`config.mk`:
```
export PLATFORM = sky130hd
export DESIGN_NAME = serial_adder_fsm
export DESIGN_NICKNAME = d
export VERILOG_FILES = /design/src/rtl/dsd_defs_pkg.sv /design/src/rtl/full_adder_behavioural.sv /design/src/rtl/serial_adder_fsm.sv
export SDC_FILE = /design/constraint.sdc
export NUM_CORES = 1
export LEC_CHECK = 0
export CAP_MARGIN = 30
export CORE_MARGIN = 5
export CORE_UTILIZATION = 25
export CTS_BUF_LIST = sky130_fd_sc_hd__clkbuf_4
export DETAILED_ROUTE_END_ITERATION = 7
export GPL_TIMING_DRIVEN = 1
export MAX_ROUTING_LAYER = met4
export PLACE_DENSITY = 0.48
export SETUP_SLACK_MARGIN = 0.3
export SYNTH_ARGS = -nofsm -noshare
export SYNTH_HDL_FRONTEND = slang
export SYNTH_HIERARCHICAL = 1
export SYNTH_SLANG_ARGS = --single-unit
```
`constraint.sdc`:
```
create_clock -name clk -period 2.5 [get_ports clk]
set_input_delay 0.25 -clock clk [delete_from_list [all_inputs] [get_ports clk]]
set_output_delay 0.25 -clock clk [all_outputs]
set_load 0.01 [all_outputs]
```
`src/rtl/dsd_defs_pkg.sv`:
```
// Shared lab definitions: FSM state encoding and common constants.
package dsd_defs;

  localparam logic [1:0] IDLE = 2'd0;
  localparam logic [1:0] RUN  = 2'd1;
  localparam logic [1:0] DONE = 2'd2;

  localparam int DEFAULT_WIDTH = 8;

endpackage

```
`src/rtl/full_adder_behavioural.sv`:
```
// Combinational 1-bit full adder cell.
module full_adder_behavioural (
  input  logic A,
  input  logic B,
  input  logic Cin,
  output logic S,
  output logic Cout
);

  assign S    = A ^ B ^ Cin;
  assign Cout = (A & B) | (A & Cin) | (B & Cin);

endmodule

```
`src/rtl/serial_adder_fsm.sv`:
```
// Bit-serial WIDTH-bit adder: one full-adder cell reused LSB-first, with
// a start/busy/done handshake and registered sum/cout.
module serial_adder_fsm
  import dsd_defs::*;
#(
  parameter int WIDTH = DEFAULT_WIDTH
) (
  input  logic             clk,
  input  logic             rst_n,
  input  logic             start,
  input  logic [WIDTH-1:0] a,
  input  logic [WIDTH-1:0] b,
  input  logic             cin,
  output logic             busy,
  output logic             done,
  output logic [WIDTH-1:0] sum,
  output logic             cout
);

  localparam int CW = $clog2(WIDTH);
  localparam logic [CW-1:0] LAST = CW'(WIDTH - 1);

  logic [1:0]       state;
  logic [WIDTH-1:0] sa, sb, ps;
  logic             c;
  logic [CW-1:0]    cnt;
  logic             fa_s, fa_c;

  full_adder_behavioural u_fa (
    .A   (sa[0]),
    .B   (sb[0]),
    .Cin (c),
    .S   (fa_s),
    .Cout(fa_c)
  );

  always_ff @(posedge clk) begin
    if (!rst_n) begin
      state <= IDLE;
      sa    <= '0;
      sb    <= '0;
      ps    <= '0;
      c     <= 1'b0;
      cnt   <= '0;
      sum   <= '0;
      cout  <= 1'b0;
    end else begin
      case (state)
        IDLE: begin
          if (start) begin
            sa    <= a;
            sb    <= b;
            c     <= cin;
            cnt   <= '0;
            state <= RUN;
          end
        end
        RUN: begin
          c   <= fa_c;
          ps  <= {fa_s, ps[WIDTH-1:1]};
          sa  <= {1'b0, sa[WIDTH-1:1]};
          sb  <= {1'b0, sb[WIDTH-1:1]};
          cnt <= cnt + CW'(1);
          // Last bit: publish the fully shifted sum and final carry together.
          if (cnt == LAST) begin
            sum   <= {fa_s, ps[WIDTH-1:1]};
            cout  <= fa_c;
            state <= DONE;
          end
        end
        DONE:    state <= IDLE;
        default: state <= IDLE;
      endcase
    end
  end

  // Both decode a register directly, so outputs stay free of input paths.
  assign busy = (state == RUN);
  assign done = (state == DONE);

endmodule

```
* After elaboration in Yosys (flattened, before gate mapping)
Index checks and enable logic that the tools add are counted.
Storage, ports and cells: ROM bits 0, memories 0, RAM bits 0, logic and storage cells 37, flip-flop bits (word level) 39, bits in latches 0
Operators by class: divide/modulo/power cells 0, equal/unequal tests 5, reduce and logical (&&, ||, !) cells 5, bitwise logic cells 7, $lt $le $gt $ge 0, add/sub/neg operators 1, multipliers 0, shift-type cells 0, multiplexer cells 11
Operators by type and width (count):
- $pmux 8 s2 | 2
- $mux 8 | 2
- $pmux 3 s2 | 1
- $reduce_and 2->1 | 3
- $mux 2 | 2
- $pmux 2 s2 | 1
- $add 3x1->3 const B | 1
- $and 1x1->1 | 3
- $eq 3x3->1 const B | 1
- $mux 3 | 1
- $eq 2x1->1 const B | 1
- $eq 2x2->1 const B | 1
- $logic_not 2->1 | 1
- $ne 2x1->1 const B | 1
- $ne 2x2->1 const B | 1
- $or 1x1->1 | 2
- $pmux 1 s2 | 1
- $reduce_bool 2->1 | 1
- $xor 1x1->1 | 2
- $mux 1 | 1

* Longest topological paths before layout
Gate-level depths: netlist of run 1.
word-level depth 4, gate-level depth with buffers 6, depth with buffers taken out 5

* By module
The synthesis of run 1 kept the hierarchy.
Modules (own cells, without submodules):
- serial_adder_fsm | cells each 176, area each 1571.5 µm², seq. area each 760.7 µm², instances 1
- full_adder_behavioural | cells each 1, area each 20.0 µm², seq. area each 0.0 µm², instances 1

* Worst setup path before layout of run 1
Ideal clock, no wire load.
kind reg-to-output, from register state[1], to output port done, path slack 1.103 ns, stages on the path, launching flop included 4, data arrival time 1.147 ns, data required time 2.250 ns, cells stage by stage dfxtp_1 -> clkbuf_1 -> clkbuf_1 -> nor2b_1
Between the ends: cells in the longest elaborated chain, start to end 1
Ends and longest elaborated chain:
- from (decl) | line serial_adder_fsm.sv:23 | logic [1:0] state;
- from (signal assigned) | line serial_adder_fsm.sv:39 | state <= IDLE;
- from (signal assigned) | line serial_adder_fsm.sv:55 | state <= RUN;
- from (signal assigned) | line serial_adder_fsm.sv:68 | state <= DONE;
- $eq 2x2->1 | line serial_adder_fsm.sv:79 | assign done = (state == DONE);
- to (decl) | line serial_adder_fsm.sv:15 | output logic done,
No other way between the ends.

* Worst setup path after layout of run 1
from register state[1], to output port busy
Between the ends: cells in the longest elaborated chain, start to end 1
Ends and longest elaborated chain:
- $eq 2x1->1 | line serial_adder_fsm.sv:78 | assign busy = (state == RUN);
- to (decl) | line serial_adder_fsm.sv:14 | output logic busy,
No other way between the ends.

==> results.py, run 1 <==
metrics = {
    "status": {
        "status": "complete, no violations",
    },
    "detailed_routing": {
        "final_antenna_net_count": 0,
        "drt-total-wl_mm": 3.49,
        "drc": 0,
        "via_per_inst": 4.58,
        "vias": 1286,
        "drt_iter0_markers": 66,
        "wl_per_cell_um": 12.4,
        "drt_first_pass_iters": 4,
    },
    "synthesis": {
        "netlist_instances": 177,
        "ys_seq_area_frac": 0.478,
        "synth.net_count": 200,
        "synth.cell_area_um2": 1590,
        "avgSynthCellArea_um2": 8.99,
        "ys_ff_latch": 38,
        "ys_types": 25,
        "yosys_warnings": 6,
    },
    "timing": {
        "finalSetupViolCount": 0,
        "fmax_mhz": 501,
        "finClkSkew_ps": 9.95,
        "hold_viol": 0,
        "slew-limit-headroom": 0.539,
        "tns_ps": 0,
        "fin_crit_ps": 1990,
        "drv_slew": 0,
        "finalCritPeriodShare": 0.798,
        "tightest_slew_ps": 691,
        "rsz0062_at_grt": "no",
    },
    "final_layout": {
        "syn2layout_area_growth_pct": 26.1,
        "fin_util": 0.320,
        "finalNetCount": 226,
        "fill_cells": 683,
        "drive_gt1_frac": 0.0686,
        "n_antenna_cell": 0,
    },
    "worst_setup_path": {
        "worst_setup_path_end_kind": "primary output",
        "cp_data_arrival_time_ps": 1740,
        "crit_required_ps": 2250,
        "worstSetupStartpointType": "register",
        "cp_max_fo": 11,
        "crit_type": "reg2out",
    },
    "global_routing": {
        "grt_pass1_wl_mm": 5.91,
        "grt_pass1_vias": 1262,
        "grt_use_total": 0.0918,
        "grt.overflow.total": 0,
        "grt_max_degree": 27,
        "antenna_found_initial": 0,
    },
    "floorplanning": {
        "ioPinCount": 31,
        "core_area_um2": 6280,
        "start_util": 0.254,
        "rows": 29,
        "die_h_um": 89.8,
        "dieWidth_um": 89.8,
        "die-area_um2": 8060,
    },
    "cts": {
        "clkTransAtPathRegs_ps": 100,
        "hold_buffers": 0,
        "cts_setup_buffers": 0,
        "clock_latency_ps": 340,
        "tritoncts": "yes",
        "cts_root_buf": "clkbuf_4",
        "clock_path_buffers": 2,
        "numClockSinks": 38,
        "htreeDepth": 2,
        "cts_made_buffers": 5,
        "ctsResizeCount": 0,
    },
    "job": {
        "maxCapViolations": 0,
    },
    "place": {
        "gp_congestion": 0.665,
        "portBuffers": 30,
    },
    "power": {
        "power_leakage_nw": 0.755,
        "peakVddDrop_mv": 0.170,
        "p_per_area_nw_per_um2": 543,
    },
    "hold_path": {
        "hp-class": "reg2reg",
    },
}
-- power breakdown --
group,internal (W),switching [W],leakage [nW]
Clock,0.000117,0.000201,0.0331
Combinational,0.0000645,0.0000640,0.412
Sequential,0.000630,0.0000141,0.310
Total,0.000811,0.000279,0.755
-- logic make-up (layout without fill, tap and decap cells) --
group,count (synthesis),count (layout),share of synthesized area
DFF,38,38,0.478
AOI/OAI and AO/OA,43,43,0.171
buffers and inverters,17,44,0.0456
adders and majority gates,3,3,0.0283
and+or+nand+nor,60,60,0.176
muxes,16,16,0.101
-- cell type report --
| cell class | count | area, µm² | share of cell area |
|---|---|---|---|
| well taps | 77 | 96.3 | 0.0480 |
| clock buffers | 6 | 45.0 | 0.0224 |
| multi-input cells | 122 | 758 | 0.378 |
| inverters | 2 | 7.51 | 0.00374 |
| repair buffers | 34 | 330 | 0.165 |
| clock inverters | 2 | 8.76 | 0.00436 |
| flip-flops and latches | 38 | 761 | 0.379 |
-- critical path: stages (launching register included) --
cell and delay, ps:
dfxtp_1 320, nand2b_1 270, inv_2 240, clkdlybuf4s50_1 570
-- cell usage after synthesis --
| cell type | n | area, µm² |
|---|---|---|
| ha_1 | 2 | 25.0 |
| buf_4 | 1 | 7.51 |
| nor2_1 | 2 | 7.51 |
| a21oi_1 | 1 | 5.00 |
| buf_2 | 4 | 20.0 |
| nand2b_1 | 1 | 6.26 |
| o22ai_1 | 2 | 12.5 |
| fa_1 | 1 | 20.0 |
| clkbuf_1 | 10 | 37.5 |
| dfxtp_1 | 38 | 761 |
| o211ai_1 | 15 | 113 |
| nand3_1 | 20 | 100 |
| a21boi_1 | 7 | 52.6 |
| or3b_4 | 1 | 11.3 |
| nand2_1 | 30 | 113 |
| nor2b_1 | 1 | 6.26 |
| nand3b_1 | 1 | 7.51 |
| o21ai_1 | 18 | 90.1 |
| inv_1 | 1 | 3.75 |
| mux2i_1 | 16 | 160 |
| nor2_2 | 1 | 6.26 |
| inv_2 | 1 | 3.75 |
| and2_1 | 1 | 6.26 |
| nor3b_1 | 1 | 7.51 |
| and3b_1 | 1 | 8.76 |
-- sequential cells by signal, indices dropped and copies added, names as in the netlist --
register	cells
c	1
sb	8
sum	8
cout	1
cnt	3
sa	8
state	2
ps	7
-- cells in the final DEF (no fill, tap or decap), types with 4 or more instances in the layout --
cell / netlist / routed
a21boi_1: 7 / 7
buf_4: 1 / 4
clkbuf_4: 0 / 6
clkdlybuf4s50_1: 0 / 30
dfxtp_1: 38 / 38
mux2i_1: 16 / 16
nand2_1: 30 / 30
nand3_1: 20 / 20
o211ai_1: 15 / 15
o21ai_1: 18 / 18
-- stage by stage --
stage / cells / worst slack (ps) / hold WS (ps) / area [µm²] / power, W
after global routing: 281 / 383 / 464 / 2010 / 0.00114
after global placement: 273 / 658 / 442 / 1950 / 0.000790
after detailed placement: 273 / 625 / 444 / 1950 / 0.000789
after CTS: 281 / 470 / 444 / 2010 / 0.00111
final: 281 / 505 / 456 / 2010 / 0.00109
after floorplan: 177 / 1100 / 400 / 1590 / 0.000737
-- path summary, 6_finish.rpt --
check / from / endpoint / slack (ps) / cells after the start
hold / removal: sum[4]$_SDFFE_PN0P_ / sum[4]$_SDFFE_PN0P_ / 460 / 2
setup / recovery: state[1]$_SDFFE_PN0P_ / busy / 510 / 3
setup reg to reg: state[0]$_SDFFE_PN0P_ / sa[5]$_SDFFE_PN0P_ / 770 / 4
hold reg to reg: sum[4]$_SDFFE_PN0P_ / sum[4]$_SDFFE_PN0P_ / 460 / 2
-- metal layers --
layer | GRT usage | up-vias | routed length [µm]
li1 | - | 672 | -
met1 | 0.104 | 588 | 1650
met3 | 0.0267 | 8 | 127
met2 | 0.143 | 18 | 1620
met4 | 0.0529 | 0 | 85
met5 | - | - | 0
No activity file was read; power rests on OpenSTA's default activity.
==> run 2: changes to the inputs <==
Settings changed: PLACE_DENSITY 0.48 to 0.49.
Clock period 2.5 ns to 1.8 ns, I/O delays scaled along.
==> run 2 against run 1 <==
Compared with the run above:
- critical path depth unchanged
- cell count increased by 1.8%
- global-route usage increased by 0.20 points
==> results.py, run 2 (synthesized netlist as in run 1, its figures left out) <==
metrics = {
    "status": {
        "status": "complete, no violations",
    },
    "cts": {
        "htreeDepth": 2,
        "clock_path_buffers": 2,
        "cts_root_buf": "clkbuf_4",
        "clock_latency_ps": 340,
        "clkTransAtPathRegs_ps": 110,
        "cts_made_buffers": 5,
        "tritoncts": "yes",
        "numClockSinks": 38,
    },
    "timing": {
        "drv_slew": 0,
        "rsz0062_at_grt": "yes",
        "fin_crit_ps": 1430,
        "finalSetupViolCount": 0,
        "finClkSkew_ps": 6.16,
        "tightest_slew_ps": 396,
        "slew-limit-headroom": 0.735,
        "hold_viol": 0,
        "fmax_mhz": 701,
        "tns_ps": 0,
        "finalCritPeriodShare": 0.793,
    },
    "hold_path": {
        "hp-class": "in2reg",
        "min_path_cells": 3,
        "holdCritStartpoint": "b[7]",
        "min_to": "sb[7]$_SDFFE_PN0P_",
    },
    "final_layout": {
        "reg.largest.list": "sa: 8 flops, sb: 8 flops, sum: 8 flops",
        "fill_cells": 682,
        "n_antenna_cell": 0,
        "drive_gt1_frac": 0.100,
        "syn2layout_area_growth_pct": 28.8,
        "final_common_cell": "dfxtp_1",
        "stdcell_area_um2": 2050,
        "mostFrequentLayoutCells": "dfxtp_1 (37), nand2_1 (30), clkdlybuf4s50_1 (28)",
        "finalNetCount": 233,
    },
    "floorplanning": {
        "die-area_um2": 8060,
        "rows": 29,
        "dieWidth_um": 89.8,
        "core_area_um2": 6280,
        "start_util": 0.254,
        "die_h_um": 89.8,
        "ioPinCount": 31,
    },
    "global_routing": {
        "grt_max_degree": 31,
        "grt_pass1_vias": 1279,
        "antenna_found_initial": 0,
        "grt_pass1_wl_mm": 6.10,
        "grt.overflow.total": 0,
        "grt_use_total": 0.0938,
    },
    "place": {
        "place_area_um2": 1980,
        "hpwlAfterDp_mm": 2.44,
        "gp_congestion": 0.675,
        "portBuffers": 30,
    },
    "detailed_routing": {
        "wl_per_cell_um": 12.4,
        "drt-total-wl_mm": 3.55,
        "vias": 1310,
        "drt_iter0_markers": 55,
        "final_antenna_net_count": 0,
        "drc": 0,
        "via_per_inst": 4.58,
        "drt_first_pass_iters": 4,
    },
    "power": {
        "power_leakage_nw": 0.788,
        "power_w": 0.00149,
        "p_per_area_nw_per_um2": 726,
        "peakVddDrop_mv": 0.215,
    },
    "worst_setup_path": {
        "crit_required_ps": 1620,
        "slowest_delay_ps": 340,
        "worstSetupStartpointType": "register",
        "r2r_cells": 5,
        "critical_path.top_delay_family": "buffers and inverters",
        "r2r-start": "cnt[0]$_SDFFE_PN0P_",
        "r2r-end": "sum[1]$_SDFFE_PN0P_",
        "worst_setup_path_end_kind": "primary output",
        "crit_type": "reg2out",
        "r2r_slack_ps": 450,
        "critPathBufInv": 2,
        "cp_data_arrival_time_ps": 1250,
        "crit_path_top_delay_cell": "dfxtp_1",
        "cp_max_fo": 7,
        "path_cells": "nand2b_1 > inv_4 > dlygate4sd2_1",
    },
    "job": {
        "maxCapViolations": 0,
    },
}
==> run 2: final cells by class <==
class	instances	area [µm²]	share of cell area
clock buffers	5	37.5	0.0183
clock inverters	1	3.75	0.00183
inverters	2	10.0	0.00488
multi-input cells	122	759	0.371
flip-flops and latches	38	762	0.372
well taps	77	96.3	0.0470
repair buffers	41	380	0.186
==> run 2: layer usage <==
metal,vias up,track usage,share of wire
met2,20,0.140,0.46
met1,600,0.115,0.48
li1,685,-,-
met5,-,-,0
met4,0,0.0416,0.017
met3,5,0.0317,0.040
==> run 2: report_power, final <==
part	internal, W	switching (W)
Clock	0.000134	0.000266
Sequential	0.000876	0.0000217
Combinational	0.000102	0.0000896
Total	0.00111	0.000377
==> run 2: worst max path at each step <==
| stage | start | end | slack, ps | cells past startpoint |
|---|---|---|---|---|
| after floorplan | state[1]$_SDFFE_PN0P_ | done | 470 | 3 |
| after global placement | start | sa[5]$_SDFFE_PN0P_ | 310 | 4 |
| after detailed placement | start | sa[5]$_SDFFE_PN0P_ | 290 | 4 |
| after CTS | state[1]$_SDFFE_PN0P_ | busy | 310 | 3 |
| after global routing | state[1]$_SDFFE_PN0P_ | busy | 290 | 3 |
| final | state[1]$_SDFFE_PN0P_ | busy | 370 | 3 |
==> run 2: per-stage QoR <==
stage	utilization	std cells	worst slack, ps	hold slack [ps]
finish	0.326	286	373	414
global route	0.326	286	292	404
CTS	0.322	282	309	404
detailed placement	0.315	276	293	445
global placement	0.315	276	308	444
floorplan	-	177	473	330
==> run 2: worst register-to-register path: cells and delay by family (launching register included) <==
kind,cells,cell delay [ps]
DFF,1,370
and+or+nand+nor,3,550
adders and majority gates,2,320
==> run 2: repair_timing <==
| item | in CTS | in global routing |
|---|---|---|
| hold buffers | 0 | 0 |
| setup endpoints to repair | 2 | 4 |
| setup buffers | 0 | 4 |
| pin swaps | 0 | 0 |
| hold endpoints to repair | 0 | 0 |
| resized for setup | 4 | 1 |
